<file path="src/rtl/ifetch_queue_pkg.sv">
// ----------------------------------------------------------------------------
// ifetch_queue_pkg
// Shared types and constants for the instruction prefetch queue:
//   - fetch_state_e : fetch FSM states (IDLE, REQ, DRAIN)
//   - INSTR_W       : instruction / address width
//   - PC_INC        : sequential fetch stride in bytes
//   - fetch_entry_t : one queued word together with the PC it was fetched from
// ----------------------------------------------------------------------------
package ifetch_queue_pkg;

    localparam int INSTR_W = 32;
    localparam logic [INSTR_W-1:0] PC_INC = 32'd4;

    typedef enum logic [1:0] {
        ST_IDLE  = 2'd0,
        ST_REQ   = 2'd1,
        ST_DRAIN = 2'd2
    } fetch_state_e;

    typedef struct packed {
        logic [INSTR_W-1:0] pc;
        logic [INSTR_W-1:0] instr;
    } fetch_entry_t;

endpackage

</file>
<file path="src/rtl/ifetch_queue_fifo.sv">
// ----------------------------------------------------------------------------
// ifq_fifo
// Synchronous FIFO of fetch entries with push, pop and flush.
// Ports:
//   i_clk, i_rst_n   clock, synchronous active-low reset
//   i_push, i_push_data  write one entry (ignored when full or flushing)
//   i_pop            remove the head entry (ignored when empty or flushing)
//   i_flush          empty the FIFO; overrides a same-cycle push/pop
//   o_head           head entry, all zeros while empty
//   o_count, o_full, o_empty  occupancy status
// ----------------------------------------------------------------------------
module ifq_fifo
    import ifetch_queue_pkg::*;
#(
    parameter int DEPTH = 4,
    parameter int CW    = $clog2(DEPTH + 1),
    parameter int PW    = $clog2(DEPTH)
) (
    input  logic          i_clk,
    input  logic          i_rst_n,
    input  logic          i_push,
    input  fetch_entry_t  i_push_data,
    input  logic          i_pop,
    input  logic          i_flush,
    output fetch_entry_t  o_head,
    output logic [CW-1:0] o_count,
    output logic          o_full,
    output logic          o_empty
);

    localparam logic [CW-1:0] DEPTH_C = CW'(DEPTH);
    localparam logic [CW-1:0] ONE_C   = {{(CW-1){1'b0}}, 1'b1};
    localparam logic [PW-1:0] PONE_C  = {{(PW-1){1'b0}}, 1'b1};

    fetch_entry_t  r_mem [DEPTH];
    logic [PW-1:0] r_wr_ptr;
    logic [PW-1:0] r_rd_ptr;
    logic [CW-1:0] r_count;
    logic          w_push_ok;
    logic          w_pop_ok;

    assign o_count   = r_count;
    assign o_full    = (r_count == DEPTH_C);
    assign o_empty   = (r_count == {CW{1'b0}});
    assign w_push_ok = i_push & ~o_full  & ~i_flush;
    assign w_pop_ok  = i_pop  & ~o_empty & ~i_flush;
    // Masking the head keeps stale storage from leaking onto the outputs.
    assign o_head    = o_empty ? fetch_entry_t'(64'd0) : r_mem[r_rd_ptr];

    // Entry storage; contents are only observed through the masked head.
    always_ff @(posedge i_clk) begin
        if (w_push_ok) begin
            r_mem[r_wr_ptr] <= i_push_data;
        end
    end

    // Pointers and occupancy; power-of-two depth lets pointers wrap naturally.
    always_ff @(posedge i_clk) begin
        if (!i_rst_n || i_flush) begin
            r_wr_ptr <= {PW{1'b0}};
            r_rd_ptr <= {PW{1'b0}};
            r_count  <= {CW{1'b0}};
        end else begin
            if (w_push_ok) begin
                r_wr_ptr <= r_wr_ptr + PONE_C;
            end
            if (w_pop_ok) begin
                r_rd_ptr <= r_rd_ptr + PONE_C;
            end
            case ({w_push_ok, w_pop_ok})
                2'b10:   r_count <= r_count + ONE_C;
                2'b01:   r_count <= r_count - ONE_C;
                default: r_count <= r_count;
            endcase
        end
    end

endmodule

</file>
<file path="src/rtl/ifetch_queue.sv">
// ----------------------------------------------------------------------------
// ifetch_queue
// Instruction prefetch stage: owns the fetch PC, issues one word request at a
// time on a req/ack port, queues returned words with their PCs and hands them
// to decode on a valid/ready handshake. Redirects flush the queue and discard
// any response still in flight.
// Ports:
//   i_clk, i_rst_n                clock, synchronous active-low reset
//   o_imem_req, o_imem_addr       word request (held stable until ack)
//   i_imem_ack, i_imem_rdata      response strobe and data
//   i_redirect, i_redirect_pc     taken branch/jump and its target
//   o_valid, o_instr, o_pc        queue head towards decode
//   i_ready                       decode accepts the head
// ----------------------------------------------------------------------------
module ifetch_queue
    import ifetch_queue_pkg::*;
#(
    parameter int                 DEPTH    = 4,
    parameter logic [INSTR_W-1:0] RESET_PC = 32'h0000_0000
) (
    input  logic               i_clk,
    input  logic               i_rst_n,
    output logic               o_imem_req,
    output logic [INSTR_W-1:0] o_imem_addr,
    input  logic               i_imem_ack,
    input  logic [INSTR_W-1:0] i_imem_rdata,
    input  logic               i_redirect,
    input  logic [INSTR_W-1:0] i_redirect_pc,
    output logic               o_valid,
    output logic [INSTR_W-1:0] o_instr,
    output logic [INSTR_W-1:0] o_pc,
    input  logic               i_ready
);

    localparam int CW = $clog2(DEPTH + 1);
    localparam logic [CW:0] DEPTH_X = (CW+1)'(DEPTH);

    fetch_state_e       r_state;
    fetch_state_e       w_state_next;
    logic [INSTR_W-1:0] r_pc;
    logic [INSTR_W-1:0] w_pc_next;
    logic [INSTR_W-1:0] r_addr;
    logic [INSTR_W-1:0] w_addr_next;
    logic               r_req;
    logic               w_push;
    logic               w_pop;
    logic               w_flush;
    logic [CW-1:0]      w_count;
    logic [CW:0]        w_count_after;
    logic               w_full;
    logic               w_empty;
    logic [INSTR_W-1:0] w_redirect_pc;
    fetch_entry_t       w_head;
    fetch_entry_t       w_push_data;

    assign w_redirect_pc = i_redirect_pc & 32'hFFFF_FFFC;
    assign w_pop         = ~w_empty & i_ready;
    assign w_push_data   = '{pc: r_pc, instr: i_imem_rdata};
    // Occupancy after this cycle's push and pop, one bit wider to avoid wrap.
    assign w_count_after = {1'b0, w_count} + {{CW{1'b0}}, 1'b1} - {{CW{1'b0}}, w_pop};

    ifq_fifo #(.DEPTH(DEPTH)) u_fifo (
        .i_clk       (i_clk),
        .i_rst_n     (i_rst_n),
        .i_push      (w_push),
        .i_push_data (w_push_data),
        .i_pop       (w_pop),
        .i_flush     (w_flush),
        .o_head      (w_head),
        .o_count     (w_count),
        .o_full      (w_full),
        .o_empty     (w_empty)
    );

    assign o_valid     = ~w_empty;
    assign o_instr     = w_head.instr;
    assign o_pc        = w_head.pc;
    assign o_imem_req  = r_req;
    assign o_imem_addr = r_addr;

    // Fetch FSM next state, PC update and FIFO control; redirect beats ack.
    always_comb begin
        w_state_next = r_state;
        w_pc_next    = r_pc;
        w_push       = 1'b0;
        w_flush      = 1'b0;
        case (r_state)
            ST_IDLE: begin
                if (i_redirect) begin
                    w_flush      = 1'b1;
                    w_pc_next    = w_redirect_pc;
                    w_state_next = ST_REQ;
                end else if (!w_full) begin
                    w_state_next = ST_REQ;
                end else begin
                    w_state_next = ST_IDLE;
                end
            end
            ST_REQ: begin
                if (i_redirect) begin
                    w_flush      = 1'b1;
                    w_pc_next    = w_redirect_pc;
                    // Without the ack the old response is still owed: drain it.
                    w_state_next = i_imem_ack ? ST_REQ : ST_DRAIN;
                end else if (i_imem_ack) begin
                    w_push       = 1'b1;
                    w_pc_next    = r_pc + PC_INC;
                    w_state_next = (w_count_after < DEPTH_X) ? ST_REQ : ST_IDLE;
                end else begin
                    w_state_next = ST_REQ;
                end
            end
            ST_DRAIN: begin
                if (i_redirect) begin
                    w_flush      = 1'b1;
                    w_pc_next    = w_redirect_pc;
                    // An ack alongside the redirect still retires the old request.
                    w_state_next = i_imem_ack ? ST_REQ : ST_DRAIN;
                end else if (i_imem_ack) begin
                    w_state_next = ST_REQ;
                end else begin
                    w_state_next = ST_DRAIN;
                end
            end
            default: begin
                w_flush      = 1'b1;
                w_state_next = ST_IDLE;
            end
        endcase
        // DRAIN must keep presenting the abandoned address until its ack.
        w_addr_next = (w_state_next == ST_DRAIN) ? r_addr : w_pc_next;
    end

    // State, PC and registered memory-port outputs.
    always_ff @(posedge i_clk) begin
        if (!i_rst_n) begin
            r_state <= ST_IDLE;
            r_pc    <= RESET_PC;
            r_addr  <= RESET_PC;
            r_req   <= 1'b0;
        end else begin
            r_state <= w_state_next;
            r_pc    <= w_pc_next;
            r_addr  <= w_addr_next;
            r_req   <= (w_state_next != ST_IDLE);
        end
    end

endmodule

</file>
<file path="config.mk">
export PLATFORM = sky130hd
export DESIGN_NAME = ifetch_queue
export DESIGN_NICKNAME = d
export VERILOG_FILES = /design/src/rtl/ifetch_queue_pkg.sv /design/src/rtl/ifetch_queue_fifo.sv /design/src/rtl/ifetch_queue.sv
export SDC_FILE = /design/constraint.sdc
export NUM_CORES = 1
export LEC_CHECK = 0
export BUFFER_PORTS_ARGS = -buffer_cell sky130_fd_sc_hd__buf_2
export CAP_MARGIN = 20
export CORE_MARGIN = 2
export CORE_UTILIZATION = 58
export CTS_CLUSTER_DIAMETER = 120
export DETAILED_ROUTE_END_ITERATION = 8
export GPL_ROUTABILITY_DRIVEN = 0
export GPL_TIMING_DRIVEN = 1
export PLACE_DENSITY_LB_ADDON = 0.25
export SETUP_SLACK_MARGIN = 0.05
export SLEW_MARGIN = 20
export SYNTH_ARGS = -nofsm -noshare
export SYNTH_HDL_FRONTEND = slang
export SYNTH_HIERARCHICAL = 1
export SYNTH_SLANG_ARGS = --single-unit
</file>
<file path="constraint.sdc">
create_clock -name i_clk -period 4.37 [get_ports i_clk]
set_input_delay 0.2185 -clock i_clk [delete_from_list [all_inputs] [get_ports i_clk]]
set_output_delay 0.2185 -clock i_clk [all_outputs]
set_load 0.01 [all_outputs]
</file>
==> results by group, run 1 <==
Run status
  • Run status: completed

GRT
  • Overall global routing resource usage: 24.65%
  • Vias in the first global route: between 8000 and 9000
  • Leftover overflow at the end of global routing: 0
  • Number of antenna violations at the first check in global routing: 0
  • Maximum number of pins on one net before global-route repair: 68
  • Global-route wire length before repair: 49430 µm

Setup path
  • Category of the worst setup path capture point: output pin
  • Required time of the critical path: 4.15 ns
  • Crit path kind: reg -> out
  • Reg2reg start: r_pc[2]$_SDFF_PN0_
  • Critical-path maximum fanout: 43
  • R2r setup slk: 1.68 ns
  • Startpoint Class: register
  • Endpoint arrival time on the critical path: roughly 2.7 ns
  • Count of cells along the worst register-to-register path: 6
  • Worst r2r dst: o_imem_addr[16]$_SDFFE_PN0P_

Final layout
  • Antenna diode instance count: 0
  • Share of final-layout standard cells stronger than drive strength 1: 27.75%
  • Post-layout utilization of the core: about 70%
  • Signed area change from the synthesized netlist to the final layout: 17.37%
  • Count of placed standard cells in the final layout, fillers left out: 1517
  • Total number of nets in the final design: 1244

Place
  • Detailed placement HPWL: roughly 19000 µm
  • Post-placement cell count: 1423
  • Number of input and output port buffers inserted: 164

Synth
  • Count of unique library cells instantiated by Yosys: 73
  • Post-Synthesis Net Count: 1063
  • Synthesized area: approximately 14000 µm²
  • Share of flip-flops with an asynchronous set or reset: 0%
  • Part of the Yosys area used for sequential elements: 64.75%
  • Share of Yosys cell area claimed by the top area cell type: 54.05%
  • Most frequently used cell type in the post-synthesis netlist: edfxtp_1
  • Yosys warnings: 6
  • Most instantiated flip-flop cell in the synthesis netlist: edfxtp_1
  • Count of state elements after synthesis: 332
  • Synth top cells by count: edfxtp_1 (256), dfxtp_1 (76), mux4_2 (64), nor2b_1 (61), nor2_1 (50)
  • Leading cell types by total area after synthesis: edfxtp_1 (54%), dfxtp_1 (11%), mux4_2 (10%), nor2b_1 (2.7%), nor2_1 (1.3%)
  • Number of synthesized flops with an enable pin: between 200 and 300
  • Post-synthesis cell type with the largest combined area: edfxtp_1
  • Average cell area after synthesis: 14.41 µm²
  • Cell count after synthesis: ~990

CTS
  • Resize count post-CTS: 0
  • Number of buffers created by CTS: 35
  • Number of hold buffers added after cts: 32
  • Clock tree sinks: around 330
  • Worst skew pair latency: about 0.50 ns
  • Total setup buffers inserted after CTS: 0
  • CTS Buffer Depth: 3
  • TritonCTS clock tree: built
  • H-tree depth reported by CTS: 2
  • Clock Tree Root: clkbuf_16
  • CTS clk-pin slew, worst paths: 0.06 ns

Min path
  • Type of the most critical hold path: in -> reg
  • Hold Crit Depth: 3
  • Destination of the worst hold path: r_pc[10]$_SDFF_PN0_
  • Source of the worst hold timing path: i_redirect_pc[10]

Drt
  • Total length of routed wires: 31630 µm
  • Total DRC errors in the routed layout: 0
  • Starting DRT DRC Count: roughly 900
  • Post-route antenna net violation count: 0
  • Post-DR vias/cell: 6.098
  • Via count of the routed design: 9251
  • Drt wl/cell: 20.85 µm
  • First-pass iteration count of the detailed router: 6

Power
  • Leakage power of the design: 5.943 nW
  • Worst IR drop on VDD: 285.0 µV
  • Pwr/cell area: roughly 400 nW/µm²

Timing
  • Fin Setup TNS: 0 ns
  • Slew Limit Headroom: 39.74%
  • Count of pins over their slew limit: 0
  • Post-route clock skew: 0.01974 ns
  • Slew at the pin with the worst max-slew slack: 0.9039 ns
  • Final setup violating endpoints: 0
  • Share of the clock period used by the worst path after layout: approximately two thirds
  • Total count of hold-check failures in the final report: 0
  • Hold WS: 0.03250 ns
  • Final critical-path required period: 2.872 ns
  • Max frequency: 348.2 MHz
  • Setup repair after global routing missed its margin: false

Die
  • Count of pins on the block boundary: about 170
  • Die Y-Extent: 160.6 µm
  • Floorplan die area: between 20000 and 30000 µm²
  • Chip Width: 160.6 µm
  • Starting density of the core: about three fifths
  • CORE AREA: 24180 µm²
  • Floorplan row count: 57

Run
  • Number of maximum-capacitance constraint violations: 0
==> layer usage <==
metal | global-route usage, % | up-vias | wire (µm)
li1 | - | 4217 | -
met1 | 34.85 | 4578 | 13270
met2 | 40.87 | 409 | 15530
met3 | 4.081 | 47 | 2348
met4 | 5.610 | 0 | 480
met5 | 0 | - | 0
==> cells by family after synthesis <==
logic type	after synthesis	synth area share, %
buffers and inverters	89	3.044
AOI/OAI and AO/OA	155	7.328
and+or+nand+nor	324	12.94
adders and majority gates	7	0.6686
xor gates and xnor gates	5	0.3079
DFF	332	64.75
muxes	75	10.96
==> power breakdown <==
| part | switching, W | total (W) | internal, W | leakage, nW |
|---|---|---|---|---|
| Combinational | 0.000209 | 0.000368 | 0.000159 | 2.43 |
| Sequential | 0.0000801 | 0.00354 | 0.00346 | 2.99 |
| Clock | 0.00114 | 0.00273 | 0.00160 | 0.523 |
==> final cells by class <==
| class | instances | area [µm²] |
|---|---|---|
| repair buffers | 214 | 1339 |
| clock buffers | 41 | 940.9 |
| multi-input cells | 566 | 4596 |
| flip-flops and latches | 332 | 9214 |
| inverters | 19 | 71.32 |
| clock inverters | 21 | 126.4 |
| well taps | 324 | 405.4 |
| fillers | 1595 | 7485 |
==> worst max-delay path by stage <==
stage / cells after the start / endpoint / slack, ns / startpoint
global placement: 7 / u_fifo/r_mem[2][34]$_DFFE_PP_ / 1.71 / i_redirect
detailed placement: 7 / u_fifo/r_mem[3][34]$_DFFE_PP_ / 1.64 / i_redirect
finish: 4 / o_pc[19] / 1.50 / register
floorplan: 7 / u_fifo/r_mem[0][0]$_DFFE_PP_ / 0.72 / r_state[0]$_SDFF_PN0_
global route: 4 / o_pc[19] / 1.29 / register
CTS: 4 / o_pc[20] / 1.42 / register
==> registers in the layout, indices dropped and copies added, names as in the netlist, named ones only <==
signal,count
u_fifo/r_wr_ptr,2
u_fifo/o_count,3
u_fifo/r_mem,256
r_state,2
o_imem_addr,32
r_pc,32
u_fifo/r_rd_ptr,2
o_imem_req,1
==> critical path: stages (launching register included) <==
cell	delay, ns
dfxtp_4	0.95
buf_12	0.30
mux4_2	0.51
nor2b_1	0.18
buf_2	0.20
==> cell usage in the layout (no fill, tap or decap), drive strengths merged, types with 5 or more instances in the layout <==
master and n:
or3 9, a21oi 37, a21o 5, clkbuf 41
or4 7, nor3 19, mux4 64, nand4 19
nor2b 61, inv 20, nand3 33, and2 9
dlygate4sd3 32, o22ai 10, o221ai 9, and3 17
nand2b 14, o21a 6, edfxtp 256, a31oi 10
ha 6, and2b 8, mux2i 5, or2 11
o21ai 30, nor2 50, dfxtp 76, o31ai 12
buf 182, mux2 6, nand2 39, clkinv 17
nor4 15
==> per-stage QoR <==
step           total power [W]  setup WS (ns)  instance area (µm²)
6_report              0.006639          1.498                16690
3_3_place_gp          0.003926          1.712                15300
5_1_grt               0.006865          1.291                16690
4_1_cts               0.006681          1.416                16690
2_1_floorplan         0.003788         0.7240                14220
3_5_place_dp          0.003939          1.644                15300
Note: power is estimated with default switching activity, not from simulation.
==> inputs of run 2 (changes only) <==
Settings changed: CORE_UTILIZATION 58 to 53.
Clock period 4.37 ns to 2.61 ns, I/O delays scaled along.
==> results by group, run 2 (same netlist as run 1, synthesis figures left out) <==
Die
  • Starting density of the core: 54.27% (-4.6 points)
  • Die Y-Extent: 167.8 µm (+4.5%)
  • Chip Width: 167.8 µm (+4.5%)
  • Floorplan die area: 28160 µm² (+9.2%)
  • Count of pins on the block boundary: 167 (unchanged)
  • Floorplan row count: 59 (+3.5%)
  • CORE AREA: 26210 µm² (+8.4%)

Final layout
  • Number of flip-flops in the largest register: 256 (unchanged)
  • Antenna diode instance count: 0 (unchanged)
  • Highest-count cells in the layout ignoring fill and taps: edfxtp_1 (256), buf_2 (164), dfxtp_1 (73), mux4_2 (64), nor2b_1 (60)
  • Total number of nets in the final design: 1289 (+3.6%)
  • Signed area change from the synthesized netlist to the final layout: 20.76%
  • Share of final-layout standard cells stronger than drive strength 1: 30.43% (+2.7 points)
  • Layout filler cell count: 1862 (+17%)
  • Register ranked first by flip-flop count: u_fifo/r_mem
  • Commonest non-fill, non-tap cell in the layout: edfxtp_1

Power
  • Leakage power of the design: 6.198 nW (+4.3%)
  • Pwr/cell area: 662.6 nW/µm² (+67%)
  • Worst IR drop on VDD: 348.1 µV (+22%)

Setup path
  • Critical path buffers and inverters: 2 (unchanged)
  • Family with the most delay on the worst path: buffers and inverters
  • Count of cells along the worst register-to-register path: 9 (+3)
  • Crit path kind: reg -> out
  • Peak per-stage delay on the critical path: 0.62 ns (-0.33 ns)
  • Worst r2r dst: u_fifo/o_count[2]$_SDFFE_PP0P_
  • Startpoint of the worst setup timing path: u_fifo/o_count[0]$_SDFFE_PP0P_
  • Startpoint Class: register
  • R2r setup slk: 0.26 ns (-1.42 ns)
  • Endpoint arrival time on the critical path: 2.23 ns (-0.42 ns)
  • List of cells traversed by the critical path: nor3_4 -> buf_4 -> and2b_1 -> buf_2
  • Critical-path maximum fanout: 67 (+56%)
  • Reg2reg start: u_fifo/o_count[2]$_SDFFE_PP0P_
  • Required time of the critical path: 2.48 ns (-1.67 ns)
  • Highest-delay cell along the critical path: buf_4
  • Category of the worst setup path capture point: output pin

CTS
  • CTS Buffer Depth: 3 (unchanged)
  • Clock tree sinks: 332 (unchanged)
  • TritonCTS clock tree: built
  • H-tree depth reported by CTS: 2 (unchanged)
  • Number of buffers created by CTS: 36 (+2.9%)
  • Worst skew pair latency: 0.51 ns (about the same)
  • CTS clk-pin slew, worst paths: 0.06 ns (about the same)
  • Clock Tree Root: clkbuf_16

GRT
  • Vias in the first global route: 9102 (+2.3%)
  • Number of antenna violations at the first check in global routing: 0 (unchanged)
  • Overall global routing resource usage: 23.45% (-1.2 points)
  • Maximum number of pins on one net before global-route repair: 72 (+5.9%)
  • Global-route wire length before repair: 51220 µm (+3.6%)
  • Leftover overflow at the end of global routing: 0 (unchanged)

Timing
  • Share of the clock period used by the worst path after layout: 90.35%
  • Final critical-path required period: ~2.4 ns
  • Slew at the pin with the worst max-slew slack: 0.8205 ns (-0.08335 ns)
  • Total count of hold-check failures in the final report: 0 (unchanged)
  • Max frequency: 424.1 MHz
  • Hold WS: 0.02876 ns (-0.003736 ns)
  • Final setup violating endpoints: 0 (unchanged)
  • Slew Limit Headroom: 45.30% (+5.6 points)
  • Post-route clock skew: 0.02282 ns (+0.003076 ns)
  • Fin Setup TNS: 0 ns (unchanged)
  • Count of pins over their slew limit: 0 (unchanged)
  • Setup repair after global routing missed its margin: false

Run status
  • Run status: completed

Drt
  • Total DRC errors in the routed layout: 0 (unchanged)
  • Via count of the routed design: 9331 (+0.86%)
  • Total length of routed wires: 32750 µm (+3.6%)
  • First-pass iteration count of the detailed router: 5 (-1)
  • Post-DR vias/cell: 5.928 (-2.8%)
  • Starting DRT DRC Count: 901 (+1.0%)
  • Drt wl/cell: 20.81 µm (-0.19%)
  • Post-route antenna net violation count: 0 (unchanged)

Min path
  • Hold Crit Depth: 3 (unchanged)
  • Source of the worst hold timing path: i_redirect_pc[18]
  • Type of the most critical hold path: in -> reg
  • Destination of the worst hold path: r_pc[18]$_SDFF_PN0_

Place
  • Number of input and output port buffers inserted: 164 (unchanged)
  • Detailed placement HPWL: 20620 µm (+5.8%)

Run
  • Number of maximum-capacitance constraint violations: 0 (unchanged)
[run 2: area by class of cell]
cell class / instances / area [µm²] / share of cell area, %
multi-input combinational: 566 / 4613 / 26.86
sequential: 332 / 9215 / 53.65
clock buffer: 49 / 991.0 / 5.770
timing repair buffer: 258 / 1737 / 10.11
tap: 335 / 419.2 / 2.440
clock inverter: 15 / 128.9 / 0.7503
inverter: 19 / 71.32 / 0.4152
[run 2: what timing repair did]
item                       4_1_cts  5_1_grt
hold buffers                    34        0
setup endpoints to repair        0        1
setup buffers                    0        0
hold endpoints to repair       130        0
resized for setup                0        1
[run 2: per-layer routing]
layer	track usage, %	routed length (µm)
met1	32.97	14130
met2	39.15	15870
met3	3.667	2244
met4	5.217	498
met5	0	0
[run 2: worst max-delay path by stage]
stage                                           to  slack, ns  cells past startpoint
floorplan           u_fifo/o_count[2]$_SDFFE_PP0P_       0.05                     14
global placement    u_fifo/o_count[2]$_SDFFE_PP0P_       0.32                      9
detailed placement  u_fifo/o_count[2]$_SDFFE_PP0P_       0.28                      9
CTS                                    o_instr[23]       0.22                      4
global route                   r_pc[28]$_SDFF_PN0_        0.1                      6
finish                                    o_pc[18]       0.25                      4
[run 2: worst min-delay path: cells and delay by family]
| family | cells | cell delay [ns] |
|---|---|---|
| buffers and inverters | 1 | 0.12 |
| AOI/OAI and AO/OA | 2 | 0.26 |
[run 2: through the flow]
step / cell area (µm²) / cells / worst slack [ns] / utilization (%) / power, W
2_1_floorplan: 14260 / 987 / 0.05032 / - / 0.006344
3_3_place_gp: 15710 / 1476 / 0.3161 / 59.96 / 0.006631
3_5_place_dp: 15710 / 1476 / 0.2820 / 59.96 / 0.006648
4_1_cts: 17170 / 1574 / 0.2173 / 65.53 / 0.01147
5_1_grt: 17180 / 1574 / 0.09629 / 65.54 / 0.01176
6_report: 17180 / 1574 / 0.2518 / 65.54 / 0.01138
[run 2: where the power goes]
part           total (W)  switching [W]  internal, W
Combinational   0.000711       0.000403     0.000308
Clock            0.00479        0.00193      0.00286
Sequential       0.00588      0.0000911      0.00579
